File: src/rtl/alu_secuencial.sv
`default_nettype none
// ============================================================================
// Module      : alu_secuencial
// Description : Multi-cycle ALU. Captures operands on START, executes
//               single-cycle ops or an iterative shift-add multiply, then
//               publishes registered result and flags with a DONE pulse.
// Revision    : 1.0 - initial release
// ============================================================================
module alu_secuencial #(
    parameter int WIDTH = 8
) (
    input  logic             CLK,
    input  logic             RST_N,
    input  logic             START,
    input  logic [WIDTH-1:0] A,
    input  logic [WIDTH-1:0] B,
    input  logic [3:0]       SEL,
    output logic             BUSY,
    output logic             DONE,
    output logic [WIDTH-1:0] ALU_OUT,
    output logic             CARRY_OUT,
    output logic             OVERFLOW,
    output logic             ZERO,
    output logic             SIGNO,
    output logic             ERROR
);

    localparam int SHW = $clog2(WIDTH);
    localparam int CW  = $clog2(WIDTH + 1);
    localparam int MSB = WIDTH - 1;

    localparam logic [3:0] OP_ADD  = 4'b0000;
    localparam logic [3:0] OP_SUB  = 4'b0001;
    localparam logic [3:0] OP_AND  = 4'b0010;
    localparam logic [3:0] OP_OR   = 4'b0011;
    localparam logic [3:0] OP_XOR  = 4'b0100;
    localparam logic [3:0] OP_NAND = 4'b0101;
    localparam logic [3:0] OP_XNOR = 4'b0110;
    localparam logic [3:0] OP_NOR  = 4'b0111;
    localparam logic [3:0] OP_SHL  = 4'b1000;
    localparam logic [3:0] OP_SHR  = 4'b1001;
    localparam logic [3:0] OP_SAR  = 4'b1010;
    localparam logic [3:0] OP_MUL  = 4'b1011;

    typedef enum logic [1:0] {
        IDLE = 2'd0,
        EXEC = 2'd1,
        MUL  = 2'd2,
        FIN  = 2'd3
    } state_t;

    state_t state;
    state_t state_next;

    logic [WIDTH-1:0]   a_q;
    logic [WIDTH-1:0]   b_q;
    logic [3:0]         sel_q;
    logic [2*WIDTH-1:0] acc;
    logic [2*WIDTH-1:0] mcand;
    logic [WIDTH-1:0]   mplier;
    logic [CW-1:0]      iter;
    logic               mul_last;
    logic               mul_hi_nz;

    logic [WIDTH-1:0]   ex_out;
    logic               ex_carry;
    logic               ex_ovf;
    logic               ex_err;
    logic [SHW-1:0]     shamt;
    logic [WIDTH:0]     sum_ext;
    logic [WIDTH:0]     dif_ext;
    logic [WIDTH:0]     shl_ext;
    logic [WIDTH:0]     shr_ext;
    logic [WIDTH:0]     sar_ext;

    // After WIDTH iterations the MUL state spends one more cycle publishing.
    assign mul_last  = (iter == CW'(WIDTH));
    assign mul_hi_nz = |acc[2*WIDTH-1:WIDTH];

    // Single-cycle datapath; shifts carry one guard bit to expose the last bit out.
    always_comb begin
        shamt    = b_q[SHW-1:0];
        sum_ext  = {1'b0, a_q} + {1'b0, b_q};
        dif_ext  = {1'b0, a_q} - {1'b0, b_q};
        shl_ext  = {1'b0, a_q} << shamt;
        shr_ext  = {a_q, 1'b0} >> shamt;
        sar_ext  = $unsigned($signed({a_q, 1'b0}) >>> shamt);
        ex_out   = '0;
        ex_carry = 1'b0;
        ex_ovf   = 1'b0;
        ex_err   = 1'b0;
        case (sel_q)
            OP_ADD: begin
                ex_out   = sum_ext[WIDTH-1:0];
                ex_carry = sum_ext[WIDTH];
                ex_ovf   = (a_q[MSB] == b_q[MSB]) && (sum_ext[MSB] != a_q[MSB]);
            end
            OP_SUB: begin
                ex_out   = dif_ext[WIDTH-1:0];
                ex_carry = dif_ext[WIDTH];
                ex_ovf   = (a_q[MSB] != b_q[MSB]) && (dif_ext[MSB] != a_q[MSB]);
            end
            OP_AND:  ex_out = a_q & b_q;
            OP_OR:   ex_out = a_q | b_q;
            OP_XOR:  ex_out = a_q ^ b_q;
            OP_NAND: ex_out = ~(a_q & b_q);
            OP_XNOR: ex_out = ~(a_q ^ b_q);
            OP_NOR:  ex_out = ~(a_q | b_q);
            OP_SHL: begin
                ex_out   = shl_ext[WIDTH-1:0];
                ex_carry = shl_ext[WIDTH];
            end
            OP_SHR: begin
                ex_out   = shr_ext[WIDTH:1];
                ex_carry = shr_ext[0];
            end
            OP_SAR: begin
                ex_out   = sar_ext[WIDTH:1];
                ex_carry = sar_ext[0];
            end
            OP_MUL:  ex_out = '0;
            default: ex_err = 1'b1;
        endcase
    end

    always_comb begin
        state_next = state;
        BUSY       = 1'b1;
        DONE       = 1'b0;
        case (state)
            IDLE: begin
                BUSY = 1'b0;
                if (START) begin
                    state_next = (SEL == OP_MUL) ? MUL : EXEC;
                end
            end
            EXEC: state_next = FIN;
            MUL: begin
                if (mul_last) begin
                    state_next = FIN;
                end
            end
            FIN: begin
                DONE       = 1'b1;
                state_next = IDLE;
            end
            default: state_next = IDLE;
        endcase
    end

    always_ff @(posedge CLK) begin
        if (!RST_N) begin
            state     <= IDLE;
            a_q       <= '0;
            b_q       <= '0;
            sel_q     <= '0;
            acc       <= '0;
            mcand     <= '0;
            mplier    <= '0;
            iter      <= '0;
            ALU_OUT   <= '0;
            CARRY_OUT <= 1'b0;
            OVERFLOW  <= 1'b0;
            ZERO      <= 1'b0;
            SIGNO     <= 1'b0;
            ERROR     <= 1'b0;
        end else begin
            state <= state_next;
            case (state)
                IDLE: begin
                    if (START) begin
                        a_q    <= A;
                        b_q    <= B;
                        sel_q  <= SEL;
                        mcand  <= {{WIDTH{1'b0}}, A};
                        mplier <= B;
                        acc    <= '0;
                        iter   <= '0;
                    end
                end
                EXEC: begin
                    ALU_OUT   <= ex_out;
                    CARRY_OUT <= ex_carry;
                    OVERFLOW  <= ex_ovf;
                    ZERO      <= (ex_out == '0) && !ex_err;
                    SIGNO     <= ex_out[MSB];
                    ERROR     <= ex_err;
                end
                MUL: begin
                    if (!mul_last) begin
                        acc    <= acc + (mplier[0] ? mcand : '0);
                        mcand  <= {mcand[2*WIDTH-2:0], 1'b0};
                        mplier <= mplier >> 1;
                        iter   <= iter + CW'(1);
                    end else begin
                        ALU_OUT   <= acc[WIDTH-1:0];
                        CARRY_OUT <= mul_hi_nz;
                        OVERFLOW  <= mul_hi_nz;
                        ZERO      <= (acc[WIDTH-1:0] == '0);
                        SIGNO     <= acc[MSB];
                        ERROR     <= 1'b0;
                    end
                end
                default: ;
            endcase
        end
    end

endmodule
`default_nettype wire
File: config.mk
export PLATFORM = sky130hd
export DESIGN_NAME = alu_secuencial
export DESIGN_NICKNAME = d
export VERILOG_FILES = /design/src/rtl/alu_secuencial.sv
export SDC_FILE = /design/constraint.sdc
export NUM_CORES = 1
export LEC_CHECK = 0
export CAP_MARGIN = 20
export CORE_UTILIZATION = 45
export DETAILED_ROUTE_END_ITERATION = 8
export PLACE_DENSITY = 0.66
export SLEW_MARGIN = 20
export SYNTH_ARGS = -nofsm -noshare
export SYNTH_HDL_FRONTEND = slang
export SYNTH_SLANG_ARGS = --single-unit
File: constraint.sdc
create_clock -name CLK -period 2.8 [get_ports CLK]
set_input_delay 0.56 -clock CLK [delete_from_list [all_inputs] [get_ports CLK]]
set_output_delay 0.56 -clock CLK [all_outputs]
set_load 0.02 [all_outputs]
After elaboration in Yosys (flattened, before gate mapping) --
Index checks and enable logic that the tools add are counted.
Operators by class: eq/ne operators 23, bitwise operators 6, add/sub/neg operators 4, mux-type cells 34, reductions and logical operators 15, shift-type cells 3
Operators with widths (number):
- case mux 8 bit (11 select lines) | 1
- two-way mux 16 bit | 5
- case mux 16 bit (2 select lines) | 2
- case mux 8 bit (2 select lines) | 2
- equality test 4 bit, second input constant | 6
- two-way mux 8 bit | 3
- NOT 8 bit | 3
- adder 16 bit | 1
- equality test 4 x 3 -> 1 bit, second input constant | 4
- zero test 8 bit | 2
- case mux 1 bit (2 select lines) | 6
- OR reduction 12 bit | 1
- adder 8 x 8 -> 9 bit | 1
- left shift 8 x 3 -> 9 bit | 1
- >> shifter 9 x 3 -> 9 bit | 1
- >>> shifter 9 x 3 -> 9 bit | 1
- subtractor 8 x 8 -> 9 bit | 1
- AND 8 bit | 1
- equality test 4 x 2 -> 1 bit, second input constant | 2
- two-way mux 4 bit | 2
- OR 8 bit | 1
- case mux 2 bit (4 select lines) | 1
- case mux 4 bit (2 select lines) | 1
- OR reduction 8 bit | 1
- other kinds (17) | 35
Storage, ports and cells: register bits 79, output and inout bits 15, logic and storage cells 99, input bits 23

Logic depth before layout (Yosys ltp) --
Gate-level depths: netlist (run 1).
word-level depth 6, gate-level depth with buffers 10

Least setup slack after synthesis (run 1) --
No wires, ideal clock.
path type register to register, start reg a_q[0], end reg ZERO, path buffers 0, library setup time 0.096 ns, slack 0.133 ns, arrival time 2.571 ns, stages on the path, launching flop included 11, cell sequence dfxtp_1 -> inv_1 -> ha_1 -> fa_1 -> inv_1 -> mux4_2 -> a32oi_1 -> o311ai_1 -> nor4_1 -> nand4_1 -> o41ai_2
Between the ends: word-level cells in the longest chain between the ends 6, elaborated cells between the ends (all ways) 15
Ends and longest elaborated chain:
- start: declaration | line 55 | logic [WIDTH-1:0] a_q;
- start signal: assignment | line 154 | a_q <= '0;
- start signal: assignment | line 172 | a_q <= A;
- parallel branches: the longest is 2 deep, another holds subtractor 8 x 8 -> 9 bit
- case mux 8 bit (11 select lines) (*) | line 92 | case (sel_q)
- zero test 8 bit (*) | line 185 | ZERO <= (ex_out == '0) && !ex_err;
- logical AND 1 bit (*) | line 185
- case mux 1 bit (2 select lines) (*) | line 169 | case (state)
- end signal: assignment | line 185
- end signal: assignment | line 199 | ZERO <= (acc[WIDTH-1:0] == '0);
- end: declaration | line 23 | output logic ZERO,
Every way passes the cells marked *. A chain may end at the register's enable or synchronous reset.

Worst setup path after layout (run 1) --
Ends and elaborated chain as after synthesis.

==> metrics.txt, run 1 <==
Top FF cell, synth dfxtp_1; crit end category flip-flop; drt first pass iters 6; Unique masters post-synth 76; unrepaired setup endpoints after global routing false; Sw Share 43.56%; CP Cell Sequence buf_4 -> ha_1 -> fa_1 -> mux4_2 -> a32oi_2 -> o311ai_2 -> nor4_1 -> nand4_1 -> o41ai_2; Rel. slew slack 32.26%; number of cell rows 42; min cycle time layout 2.714 ns; max-cap violation count 0; delay-heaviest family, CP adder cells; commonest non-fill, non-tap cell in the layout nand2_1; total power 5.990 mW; vias per cell 5.886; post-route cell area 7253 um^2; layout cell share with drive strength beyond 1 11.58%; grt ovf 0; syn nets 845; Mean Syn Cell Area 7.915 um^2; end-of-flow core utilization 54.77%; clock share of power 19.9%; core area 13,240 um^2; drt initial violations 502; Int Pwr 3.381 mW; Setup Skew 0.007773 ns; sw power 2.609 mW; total vias in the final route 5,915; Flop pwr share 26.0%; Slew Viols, Final 0; Synth warnings 0; Worst path max stage delay 0.48 ns; Sink Count 78; CP Data Arrival Time 2.96 ns; largest net degree at the start of global routing 57; Layout Nets 896; Post-synth ARST share 0%; Leakage 2.998 nW; Area Growth Syn to Fin 18.55%; CP required 3.05 ns; PD cells 825.9 nW/um^2; Crit Path Class reg -> reg; hold_buf cts 0; n_diodes 0; initial core utilization 46.20%; number of synthesized flops with an enable pin 0; register area share after synthesis 25.52%; fmax 368.5 MHz; clock buffer depth 2; die area 14,070 um^2; CTS Buf Count 9; combinational share of power 54.1%; total wire length 18.28 mm; critical path peak fanout 2; status completed; DP Area 6888 um^2; CTS tree done; antenna violations before repair 0; Die Ht 118.6 um; HP Class reg -> reg; vias in the first global route 5,570; Antenna Nets Post-Route 0; port bufs 37; slowest CP cell mux4_2; GP Congestion 0.9220; commonest non-fill, non-tap cells in the layout nand2_1 (116), dfxtp_1 (76), buf_4 (52), ha_1 (45), nor2_1 (39); clock latency on the worst-skew pair 0.35 ns; Buf/Inv on CP 1; DR WL/cell 18.19 um; Tcrit/Tclk final 96.92%; DRC violations left 0; htree depth 3; Netlist Area Pre-Place 6118 um^2; IR drop worst, VDD 520.0 uV; first-pass GRT wire length 29.44 mm; DIE WIDTH 118.6 um; Slew @ Worst Pin 1.008 ns; Seq cells post-synth 78; DP HPWL 13.72 mm; Total GRT Usage 26.62%; CP Launch Type flip-flop; final setup fails 0; clk slew on worst S/H paths 0.06 ns; Top-Level Pins 38; Final Hold Viols 0; Cells after Synth 773; root buffer cell clkbuf_16
-- synth_stat cells, drive strengths merged, types with 14 or more instances --
cell type  count  area share [%]
inv           32             2.0
nand3         30             2.5
nand2        116             7.1
dfxtp         78              26
o211a         14             2.3
buf           23             2.1
a21oi         37             3.0
o21ai         34             2.8
mux2i         28             4.6
and2          23             2.4
clkbuf        28             1.7
a21boi        35             4.3
xor2          16             2.3
nor2          39             2.4
ha            46             9.4
-- per-layer routing --
| metal | wire length (um) | vias up | GRT usage [%] | part of all wire (%) |
|---|---|---|---|---|
| met5 | 0 | - | 0 | 0 |
| met4 | 421 | 0 | 8.940 | 2.3 |
| met3 | 1167 | 33 | 5.598 | 6.4 |
| met2 | 8007 | 218 | 40.28 | 44 |
| met1 | 8681 | 2781 | 37.30 | 47 |
| li1 | - | 2883 | - | - |
-- worst min-delay path, stage by stage (launching register included) --
cell	delay, ns
dfxtp_1	0.30
nand2_1	0.05
a21boi_1	0.05
-- logic make-up (layout without fill, tap and decap cells) --
kind of cell	count (synthesis)	after routing	synth area share [%]
compound gates	221	221	25.97
xor+xnor	29	29	4.151
fa+ha+maj	49	49	10.39
buf+inv	86	142	5.971
flops	78	78	25.52
mux	34	34	6.667
simple gates	276	276	21.33
-- through the flow --
stage | hold WS (ns) | setup TNS (ns) | worst slack [ns] | cells
after floorplan | 0.4496 | 0 | 0.1329 | 773
after global placement | 0.4450 | 0 | 0.04640 | 989
after detailed placement | 0.4476 | -0.007894 | -0.007894 | 989
after CTS | 0.4537 | 0 | 0.008726 | 1005
after global routing | 0.4735 | 0 | 0.01412 | 1005
final | 0.4488 | 0 | 0.08624 | 1005
-- area by class of cell --
class | count | area [um^2]
tap | 176 | 220.2
clock inverter | 5 | 58.81
multi-input combinational | 609 | 4249
sequential | 78 | 1564
clock buffer | 11 | 242.7
fill | 1257 | 5989
timing repair buffer | 91 | 787.0
inverter | 35 | 131.4
-- worst paths after layout --
kind                    from    endpoint  depth (start not counted)  slack [ns]
setup / recovery      a_q[0]        ZERO                          9        0.09
hold reg to reg   ALU_OUT[6]  ALU_OUT[6]                          2        0.45
setup reg to reg      a_q[0]        ZERO                          9        0.09
hold / removal    ALU_OUT[6]  ALU_OUT[6]                          2        0.45
-- state kept, by name, summed over array words and instances (netlist names) --
name	flops
acc	16
mcand	16
ALU_OUT	8
a_q	8
b_q	8
mplier	8
iter	4
sel_q	4
state	2
CARRY_OUT	1
ERROR	1
OVERFLOW	1
ZERO	1
-- power by group through the flow --
stage | logic [mW] | registers [mW] | clock network [mW]
floorplan | 2.00 | 1.60 | 0
global placement | 3.09 | 1.57 | 0
detailed placement | 3.13 | 1.58 | 0
CTS | 3.16 | 1.55 | 1.22
global route | 3.53 | 1.58 | 1.25
finish | 3.24 | 1.56 | 1.19
-- what timing repair did --
action                                  in CTS  in global routing
endpoints found under the setup margin       1                  4
gates resized for setup                      2                 11
setup buffers                                0                  0
pin swaps                                    1                  4
No activity file was read; power rests on OpenSTA's default activity.
==> inputs of run 2 (changes only) <==
Settings changed: RECOVER_POWER set to 25.
==> metrics.txt, run 2 (synthesis results as in run 1) <==
total wire length 18.28 mm; worst hold path startpoint ALU_OUT[6]; vias per cell 5.900; Sw Share 43.58%; slowest CP cell mux4_2; DIE WIDTH 118.6 um; n_diodes 0; Slew @ Worst Pin 0.9998 ns; clk slew on worst S/H paths 0.06 ns; Worst R2R Path Depth 9; Area Growth Syn to Fin 18.49%; Leakage 2.997 nW; Slew Viols, Final 0; largest net degree at the start of global routing 57; Worst path max stage delay 0.48 ns; GP Congestion 0.9220; fin cells 1,005; CTS tree done; initial core utilization 46.20%; die area 14,070 um^2; sw power 2.608 mW; post-route cell area 7249 um^2; min cycle time layout 2.716 ns; Antenna Nets Post-Route 0; grt ovf 0; core area 13,240 um^2; clock buffer depth 2; crit end category flip-flop; vias in the first global route 5,570; Top Registers acc: 16 flops, mcand: 16 flops; R2R Setup Slk 0.08 ns; DP Area 6888 um^2; FF-to-FF End ZERO; IR drop worst, VDD 515.5 uV; Placed Instances 989; Tcrit/Tclk final 97.00%; hold slack 0.4488 ns; max-cap violation count 0; antenna violations before repair 0; port bufs 37; clock latency on the worst-skew pair 0.35 ns; setup ws final 0.08402 ns; DR WL/cell 18.19 um; Final Hold Viols 0; fmax 368.2 MHz; DRC violations left 0; pre-CTS setup slack -0.007894 ns; Sink Count 78; combinational share of power 54.1%; CP required 3.05 ns; Layout Nets 896; number of cell rows 42; layout cell share with drive strength beyond 1 11.46%; Top-Level Pins 38; commonest non-fill, non-tap cell in the layout nand2_1; total vias in the final route 5,930; Total GRT Usage 26.62%; hold path depth 2; drt first pass iters 5; Layout fillers 1,259; Flop pwr share 26.0%; HP Class reg -> reg; DP HPWL 13.72 mm; final setup fails 0; reg-to-reg startpoint a_q[0]; Rel. slew slack 32.84%; Hold Path End ALU_OUT[6]; drt initial violations 501; clock share of power 19.9%; critical path peak fanout 2; unrepaired setup endpoints after global routing false; first-pass GRT wire length 29.44 mm; root buffer cell clkbuf_16; Setup Skew 0.007298 ns; Crit Path Class reg -> reg; Int Pwr 3.376 mW; CP Cell Sequence buf_4 -> ha_1 -> fa_1 -> mux4_2 -> a32oi_2 -> o311ai_2 -> nor4_1 -> nand4_1 -> o41ai_2; CP Launch Type flip-flop; PD cells 825.4 nW/um^2; end-of-flow core utilization 54.74%; CTS Buf Count 9; Die Ht 118.6 um; CP Data Arrival Time 2.97 ns; commonest non-fill, non-tap cells in the layout nand2_1 (116), dfxtp_1 (76), buf_4 (51), ha_1 (45), nor2_1 (39); status completed; htree depth 3
run 2: cell count changes in the layout (fill, tap and decap cells not counted), sizes merged:
cell and delta:
clkdlybuf4s50 -2, clkbuf +1, buf -1, dlygate4sd3 +2
run 2: layer usage:
metal	vias to the layer above	wire [um]	global-route usage, %
met5	-	0	0
met4	0	422	8.940
met3	33	1167	5.598
met2	220	7993	40.28
met1	2792	8696	37.30
li1	2885	-	-
run 2: power by group through the flow:
stage / clock network [mW] / registers (mW) / logic [mW]
6_report: 1.19 / 1.56 / 3.23
2_1_floorplan: 0 / 1.60 / 2.00
5_1_grt: 1.25 / 1.58 / 3.52
4_1_cts: 1.22 / 1.55 / 3.16
3_5_place_dp: 0 / 1.58 / 3.13
3_3_place_gp: 0 / 1.57 / 3.09
run 2: worst max-delay path, delay by kind of cell, from the launching register on:
kind / cells / cell delay (ns)
buffers and inverters: 1 / 0.13
muxes: 1 / 0.48
DFF: 1 / 0.31
AOI/OAI and AO/OA: 3 / 0.57
adders and majority gates: 2 / 0.67
and+or+nand+nor: 2 / 0.45
run 2: how the worst max path moves through the flow:
stage | slack, ns | cells past startpoint | endpoint | from
after floorplan | 0.13 | 10 | ZERO | a_q[0]
after global placement | 0.05 | 10 | ZERO | a_q[0]
after detailed placement | -0.008 | 10 | ZERO | a_q[0]
after CTS | 0.009 | 10 | ZERO | a_q[0]
after global routing | 0.01 | 10 | acc[10] | mcand[0]
final | 0.08 | 9 | ZERO | a_q[0]
run 2: cell type report:
type,instances,area [um^2],area share (%)
sequential,78,1564,21.57
clock buffer,11,242.7,3.348
multi-input combinational,609,4249,58.61
tap,176,220.2,3.038
timing repair buffer,91,783.3,10.80
clock inverter,5,58.81,0.8112
inverter,35,131.4,1.812
run 2: through the flow:
stage / setup TNS (ns) / total power [mW]
detailed placement: -0.007894 / 4.704
global placement: 0 / 4.662
global route: 0 / 6.359
CTS: 0 / 5.925
finish: 0 / 5.983
floorplan: 0 / 3.602
run 2: repair_timing:
action	4_1_cts	5_1_grt
setup buffers	0	0
hold buffers	0	0
endpoints found under the setup margin	1	4
gates resized for setup	2	11
pin swaps	1	4
